**config.mk**
```make
export PLATFORM = sky130hd
export DESIGN_NAME = axis_pkt_gen
export DESIGN_NICKNAME = d
export VERILOG_FILES = /design/src/rtl/axis_pkt_gen_pkg.sv /design/src/rtl/axis_pkt_gen.sv
export SDC_FILE = /design/constraint.sdc
export NUM_CORES = 1
export LEC_CHECK = 0
export CAP_MARGIN = 20
export CORE_MARGIN = 1.5
export CORE_UTILIZATION = 30
export CTS_CLUSTER_SIZE = 10
export DETAILED_ROUTE_END_ITERATION = 8
export GPL_TIMING_DRIVEN = 0
export PLACE_DENSITY = 0.6
export SLEW_MARGIN = 25
export SYNTH_ARGS = -nofsm -noshare
export SYNTH_HDL_FRONTEND = slang
export SYNTH_SLANG_ARGS = --single-unit
```
**constraint.sdc**
```tcl
create_clock -name clk -period 2.3 [get_ports clk]
set_input_delay 0.46 -clock clk [delete_from_list [all_inputs] [get_ports clk]]
set_output_delay 0.46 -clock clk [all_outputs]
set_load 0.02 [all_outputs]
```
**src/rtl/axis_pkt_gen_pkg.sv**
```systemverilog
// Shared types and constants for the AXI-Stream packet generator.
//   state_t   : controller states (IDLE, SEND, GAP)
//   PKT_CNT_W : width of the completed-packet counter
package axis_pkt_gen_pkg;

  localparam int unsigned PKT_CNT_W = 16;

  typedef enum logic [1:0] {
    IDLE = 2'd0,
    SEND = 2'd1,
    GAP  = 2'd2
  } state_t;

endpackage

```
**src/rtl/axis_pkt_gen.sv**
```systemverilog
// AXI-Stream packet generator: emits packets of incrementing data beats,
// with an optional idle gap after each packet and optional auto-restart.
// Ports:
//   clk, reset_n          : clock, asynchronous active-low reset
//   start, cont           : one-shot packet request / continuous restart
//   pkt_len, gap_cycles   : beats per packet / idle cycles after a packet
//   seed                  : first data value of a start-initiated packet
//   m_axis_valid/data/last: AXI-Stream master outputs (registered)
//   m_axis_ready          : downstream ready
//   busy, done, pkt_count : status (not idle / packet-complete pulse / count)
module axis_pkt_gen
  import axis_pkt_gen_pkg::*;
#(
  parameter int unsigned DATA_WIDTH = 8,
  parameter int unsigned LEN_WIDTH  = 8,
  parameter int unsigned GAP_WIDTH  = 4
) (
  input  logic                  clk,
  input  logic                  reset_n,
  input  logic                  start,
  input  logic                  cont,
  input  logic [LEN_WIDTH-1:0]  pkt_len,
  input  logic [GAP_WIDTH-1:0]  gap_cycles,
  input  logic [DATA_WIDTH-1:0] seed,
  output logic                  m_axis_valid,
  output logic [DATA_WIDTH-1:0] m_axis_data,
  output logic                  m_axis_last,
  input  logic                  m_axis_ready,
  output logic                  busy,
  output logic                  done,
  output logic [PKT_CNT_W-1:0]  pkt_count
);

  state_t                state_q, state_d;
  logic [LEN_WIDTH-1:0]  len_q, len_d;
  logic [LEN_WIDTH-1:0]  beat_q, beat_d;
  logic [GAP_WIDTH-1:0]  gap_len_q, gap_len_d;
  logic [GAP_WIDTH-1:0]  gap_cnt_q, gap_cnt_d;
  logic                  valid_d, last_d, busy_d, done_d;
  logic [DATA_WIDTH-1:0] data_d;
  logic [PKT_CNT_W-1:0]  count_d;
  logic                  single_beat;

  assign single_beat = (len_q == LEN_WIDTH'(1));

  // Next-state and next-output logic
  always_comb begin
    state_d   = state_q;
    len_d     = len_q;
    beat_d    = beat_q;
    gap_len_d = gap_len_q;
    gap_cnt_d = gap_cnt_q;
    valid_d   = m_axis_valid;
    data_d    = m_axis_data;
    last_d    = m_axis_last;
    busy_d    = busy;
    done_d    = 1'b0;
    count_d   = pkt_count;

    unique case (state_q)
      IDLE: begin
        if (start && (pkt_len != '0)) begin
          state_d   = SEND;
          len_d     = pkt_len;
          gap_len_d = gap_cycles;
          data_d    = seed;
          valid_d   = 1'b1;
          last_d    = (pkt_len == LEN_WIDTH'(1));
          beat_d    = '0;
          busy_d    = 1'b1;
        end
      end

      SEND: begin
        if (!m_axis_valid) begin
          // Zero-gap continuous restart: the cycle after the last beat is a
          // mandatory valid-low cycle, then the next packet begins here.
          valid_d = 1'b1;
          data_d  = m_axis_data + DATA_WIDTH'(1);
          last_d  = single_beat;
          beat_d  = '0;
        end else if (m_axis_ready) begin
          if (m_axis_last) begin
            valid_d = 1'b0;
            last_d  = 1'b0;
            done_d  = 1'b1;
            count_d = pkt_count + PKT_CNT_W'(1);
            if (gap_len_q != '0) begin
              state_d   = GAP;
              gap_cnt_d = gap_len_q - GAP_WIDTH'(1);
            end else if (!cont) begin
              state_d = IDLE;
              busy_d  = 1'b0;
            end
          end else begin
            data_d = m_axis_data + DATA_WIDTH'(1);
            beat_d = beat_q + LEN_WIDTH'(1);
            last_d = ((beat_q + LEN_WIDTH'(1)) == (len_q - LEN_WIDTH'(1)));
          end
        end
      end

      GAP: begin
        if (gap_cnt_q == '0) begin
          if (cont) begin
            state_d = SEND;
            valid_d = 1'b1;
            data_d  = m_axis_data + DATA_WIDTH'(1);
            last_d  = single_beat;
            beat_d  = '0;
          end else begin
            state_d = IDLE;
            busy_d  = 1'b0;
          end
        end else begin
          gap_cnt_d = gap_cnt_q - GAP_WIDTH'(1);
        end
      end

      default: begin
        state_d = IDLE;
        valid_d = 1'b0;
        last_d  = 1'b0;
        busy_d  = 1'b0;
      end
    endcase
  end

  // State, counter and output registers
  always_ff @(posedge clk or negedge reset_n) begin
    if (!reset_n) begin
      state_q      <= IDLE;
      len_q        <= '0;
      beat_q       <= '0;
      gap_len_q    <= '0;
      gap_cnt_q    <= '0;
      m_axis_valid <= 1'b0;
      m_axis_data  <= '0;
      m_axis_last  <= 1'b0;
      busy         <= 1'b0;
      done         <= 1'b0;
      pkt_count    <= '0;
    end else begin
      state_q      <= state_d;
      len_q        <= len_d;
      beat_q       <= beat_d;
      gap_len_q    <= gap_len_d;
      gap_cnt_q    <= gap_cnt_d;
      m_axis_valid <= valid_d;
      m_axis_data  <= data_d;
      m_axis_last  <= last_d;
      busy         <= busy_d;
      done         <= done_d;
      pkt_count    <= count_d;
    end
  end

endmodule

```
==> impl_metrics.csv, run 1 <==
group,metric,value,unit
setup_path,r2r_end,"m_axis_data[7]",
sta,finalHoldViolCount,0,
clock_network,cts_made_buffers,5,
die,coreArea,9729,um^2
layout,finalNetCount,397,
clock_network,cts_sinks,54,
setup_path,cp-start-kind,"input pin",
global_routing,grt_pass1_wl,11010,um
synth,ys_warn_count,0,
synth,yosysSeqAreaShare,0.4504,
pwr,power.switching,1744,uW
worst_hold_path,min_from,"pkt_count[15]",
die,num_rows,36,
clock_network,cts-root-buf,"clkbuf_8",
setup_path,crit_chain,"clkdlybuf4s50_1 > or4_4 > o31ai_4 > a221oi_4 > and2_1 > buf_4 > o221a_2",
setup_path,path_max_fanout,9,
sta,finalSetupViolCount,0,
global_routing,grtUsageTotal,0.1306,
clock_network,path_clk_slew,0.09,ns
pwr,pwr-share-comb,0.507,
global_routing,grt_max_degree,42,
sta,relSlewSlack,0.6253,
synth,synth_cells,302,
sta,tns,0,ns
sta,worst_pin_slew,0.5569,ns
route,via_per_inst,4.958,
pwr,switching_share,0.4160,
sta,final.period_utilization,0.9725,
setup_path,reg2reg_from,"gap_cnt_q[3]",
route,wl_per_cell,13.37,um
pwr,total_power,4192,uW
worst_hold_path,hold_class,"flip-flop to flip-flop",
layout,fillers,1005,
layout,syn_to_final_growth,28.36,%
pwr,power_density,1089,nW/um^2
clock_network,htree_levels,2,
synth,synth-edff-count,0,
sta,fin_crit,2.237,ns
sta,fmax,447.1,MHz
synth,post_synth.cell_area_avg,9.935,um^2
die,pin_count,53,
route,ant_nets,0,
setup_path,worstPathRequired,2.50,ns
sta,rsz0062_at_grt,"yes",
route,drt_wl_total,6632,um
clock_network,clk-insertion-delay-late,0.31,ns
layout,diodes,0,
setup_path,crit_type,"input pin to flip-flop",
pwr,seq_power_share,0.361,
die,die_height,103.0,um
layout,drive_gt1_frac,0.1102,
die,dieArea,10610,um^2
place,gp_congestion,0.8087,
synth,syn_area,3000,um^2
route,drt_pass1_iterations,4,
pwr,pwr-share-clk,0.132,
clock_network,clk_path_buf_depth,2,
layout,mostFrequentLayoutCell,"dfrtp_1",
synth,syn_nets,337,
setup_path,critPathMaxStageDelay,0.58,ns
pwr,p_int,2448,uW
synth,ys_types,50,
setup_path,cp-end-kind,"flip-flop",
worst_hold_path,hold_depth,1,
synth,async_flop_share,1.000,
die,start_util,0.3084,
synth,ys_seq_elements,54,
route,drtIter0Drc,56,
sta,drv_slew,0,
setup_path,rr_worst_depth,5,
route,vias,2459,
place,io_buffers,52,
setup_path,cp_slowest_cell,"or4_4",
worst_hold_path,min_to,"pkt_count[15]",
setup_path,cp.arrival,2.44,ns
global_routing,grt_pass1_vias,2330,
layout,mostFrequentLayoutCells,"54 x dfrtp_1, 51 x clkdlybuf4s50_1, 26 x nand2_1",
pwr,ir_drop,0.0003975,V
global_routing,antenna_found_initial,0,
sta,final.setup_skew,0.006607,ns
global_routing,overflow,0,
pwr,p_leak,0.001584,uW
sta,hold_ws,0.4888,ns
synth,synthFlopType,"dfrtp_1",
place,dp_hpwl,5000,um
status,status,"completed",
run,drv_cap,0,
clock_network,cts_tree,"done",
route,drcViolationCount,0,
setup_path,reg2reg_slack,0.12,ns
die,die_w,103.0,um
layout,fin_util,0.3958,
how the worst max path moves through the flow:
stage          slack, ns  cells after the start         start             end
2_1_floorplan       0.14                      6    pkt_len[5]  m_axis_data[7]
3_5_place_dp       -0.51                      7    pkt_len[5]       beat_q[1]
3_3_place_gp       -1.05                      1       reset_n        len_q[2]
4_1_cts            0.006                      6  gap_cnt_q[3]       beat_q[5]
6_report            0.06                      7    pkt_len[5]  m_axis_data[7]
5_1_grt           -0.003                      8    pkt_len[5]       beat_q[4]
final cells by class:
class,instances,area (um^2),share of cell area
clock buffer,7,86.33,0.02242
multi-input combinational,228,1602,0.4159
inverter,11,41.29,0.01072
sequential,54,1351,0.3509
tap,133,166.4,0.04321
buffer,7,36.28,0.009422
timing repair buffer,55,563.0,0.1462
clock inverter,1,5.005,0.001300
worst max-delay path, delay by kind of cell:
| kind | cells | cell delay [ns] |
|---|---|---|
| AND/OR/NAND/NOR | 2 | 0.74 |
| buffers and inverters | 2 | 0.59 |
| AO/OA/AOI/OAI | 3 | 0.64 |
cell families (layout without fill, tap and decap cells):
family / Yosys count / after routing / share of synthesized area
buf+inv: 20 / 81 / 0.02669
compound gates: 68 / 68 / 0.1539
mux: 18 / 18 / 0.06547
flops: 54 / 54 / 0.4504
simple gates: 101 / 101 / 0.1714
xor+xnor: 31 / 31 / 0.09049
fa+ha+maj: 10 / 10 / 0.04170
through the flow:
| stage | setup slack [ns] | instance area (um^2) | cells |
|---|---|---|---|
| after detailed placement | -0.5127 | 3712 | 488 |
| after global placement | -1.048 | 3687 | 487 |
| after floorplan | 0.1400 | 3000 | 302 |
| after global routing | -0.003011 | 3851 | 496 |
| after CTS | 0.005854 | 3839 | 497 |
| final | 0.06322 | 3851 | 496 |
cell usage after synthesis (3+ instances only):
cell      number  area, um^2
o21ai_0       21       105.1
clkbuf_1       7       26.28
nand2b_1       3       18.77
nand3_1       16       80.08
inv_1         11       41.29
xnor2_1       18       157.7
or4_1          3       22.52
ha_1          10       125.1
or3_1          3       18.77
a21oi_1       12       60.06
nand4_1        4       25.02
mux2i_1        5       50.05
nand2_1       28       105.1
o31ai_1        7       52.55
mux2_2        13       146.4
nor2_1        22       82.58
dfrtp_1       54        1351
and3_1         7       43.79
nor2b_1        3       18.77
o21ai_1        5       25.02
xor2_1        13       113.9
flip-flops by register name, indices dropped and copies added (netlist names):
name,flops
beat_q,8
gap_len_q,4
m_axis_last,1
pkt_count,16
len_q,8
m_axis_data,8
gap_cnt_q,4
m_axis_valid,1
busy,1
state_q,2
done,1
routing by layer:
metal,GRT usage,wire [um]
met3,0.02508,231
met2,0.2212,3200
met4,0.03119,71
met1,0.1725,3128
met5,0,0
what timing repair did:
item | CTS | global route
pin swaps | 1 | 4
endpoints found under the hold margin | 5 | 0
hold buffers | 1 | 0
resized for setup | 6 | 8
buffers inserted | 1 | 0
endpoints found under the setup margin | 22 | 15
power groups by stage:
stage	Clock, uW	Sequential [uW]	Combinational [uW]
2_1_floorplan	0	1580	1410
3_3_place_gp	0	1530	2040
3_5_place_dp	0	1540	2080
4_1_cts	580	1510	2130
5_1_grt	607	1560	2380
6_report	553	1510	2130
(Power assumes the default switching activity.)
==> run 2, diff against run 1 <==
--- a/config.mk
+++ b/config.mk
@@ -5,6 +5,7 @@
 export SDC_FILE = /design/constraint.sdc
 export NUM_CORES = 1
 export LEC_CHECK = 0
+export ABC_CLOCK_PERIOD_IN_PS = 2300
 export CAP_MARGIN = 20
 export CORE_MARGIN = 1.5
 export CORE_UTILIZATION = 30
==> results of run 2 <==
Final layout, timing and power as in run 1 (identical DEF).
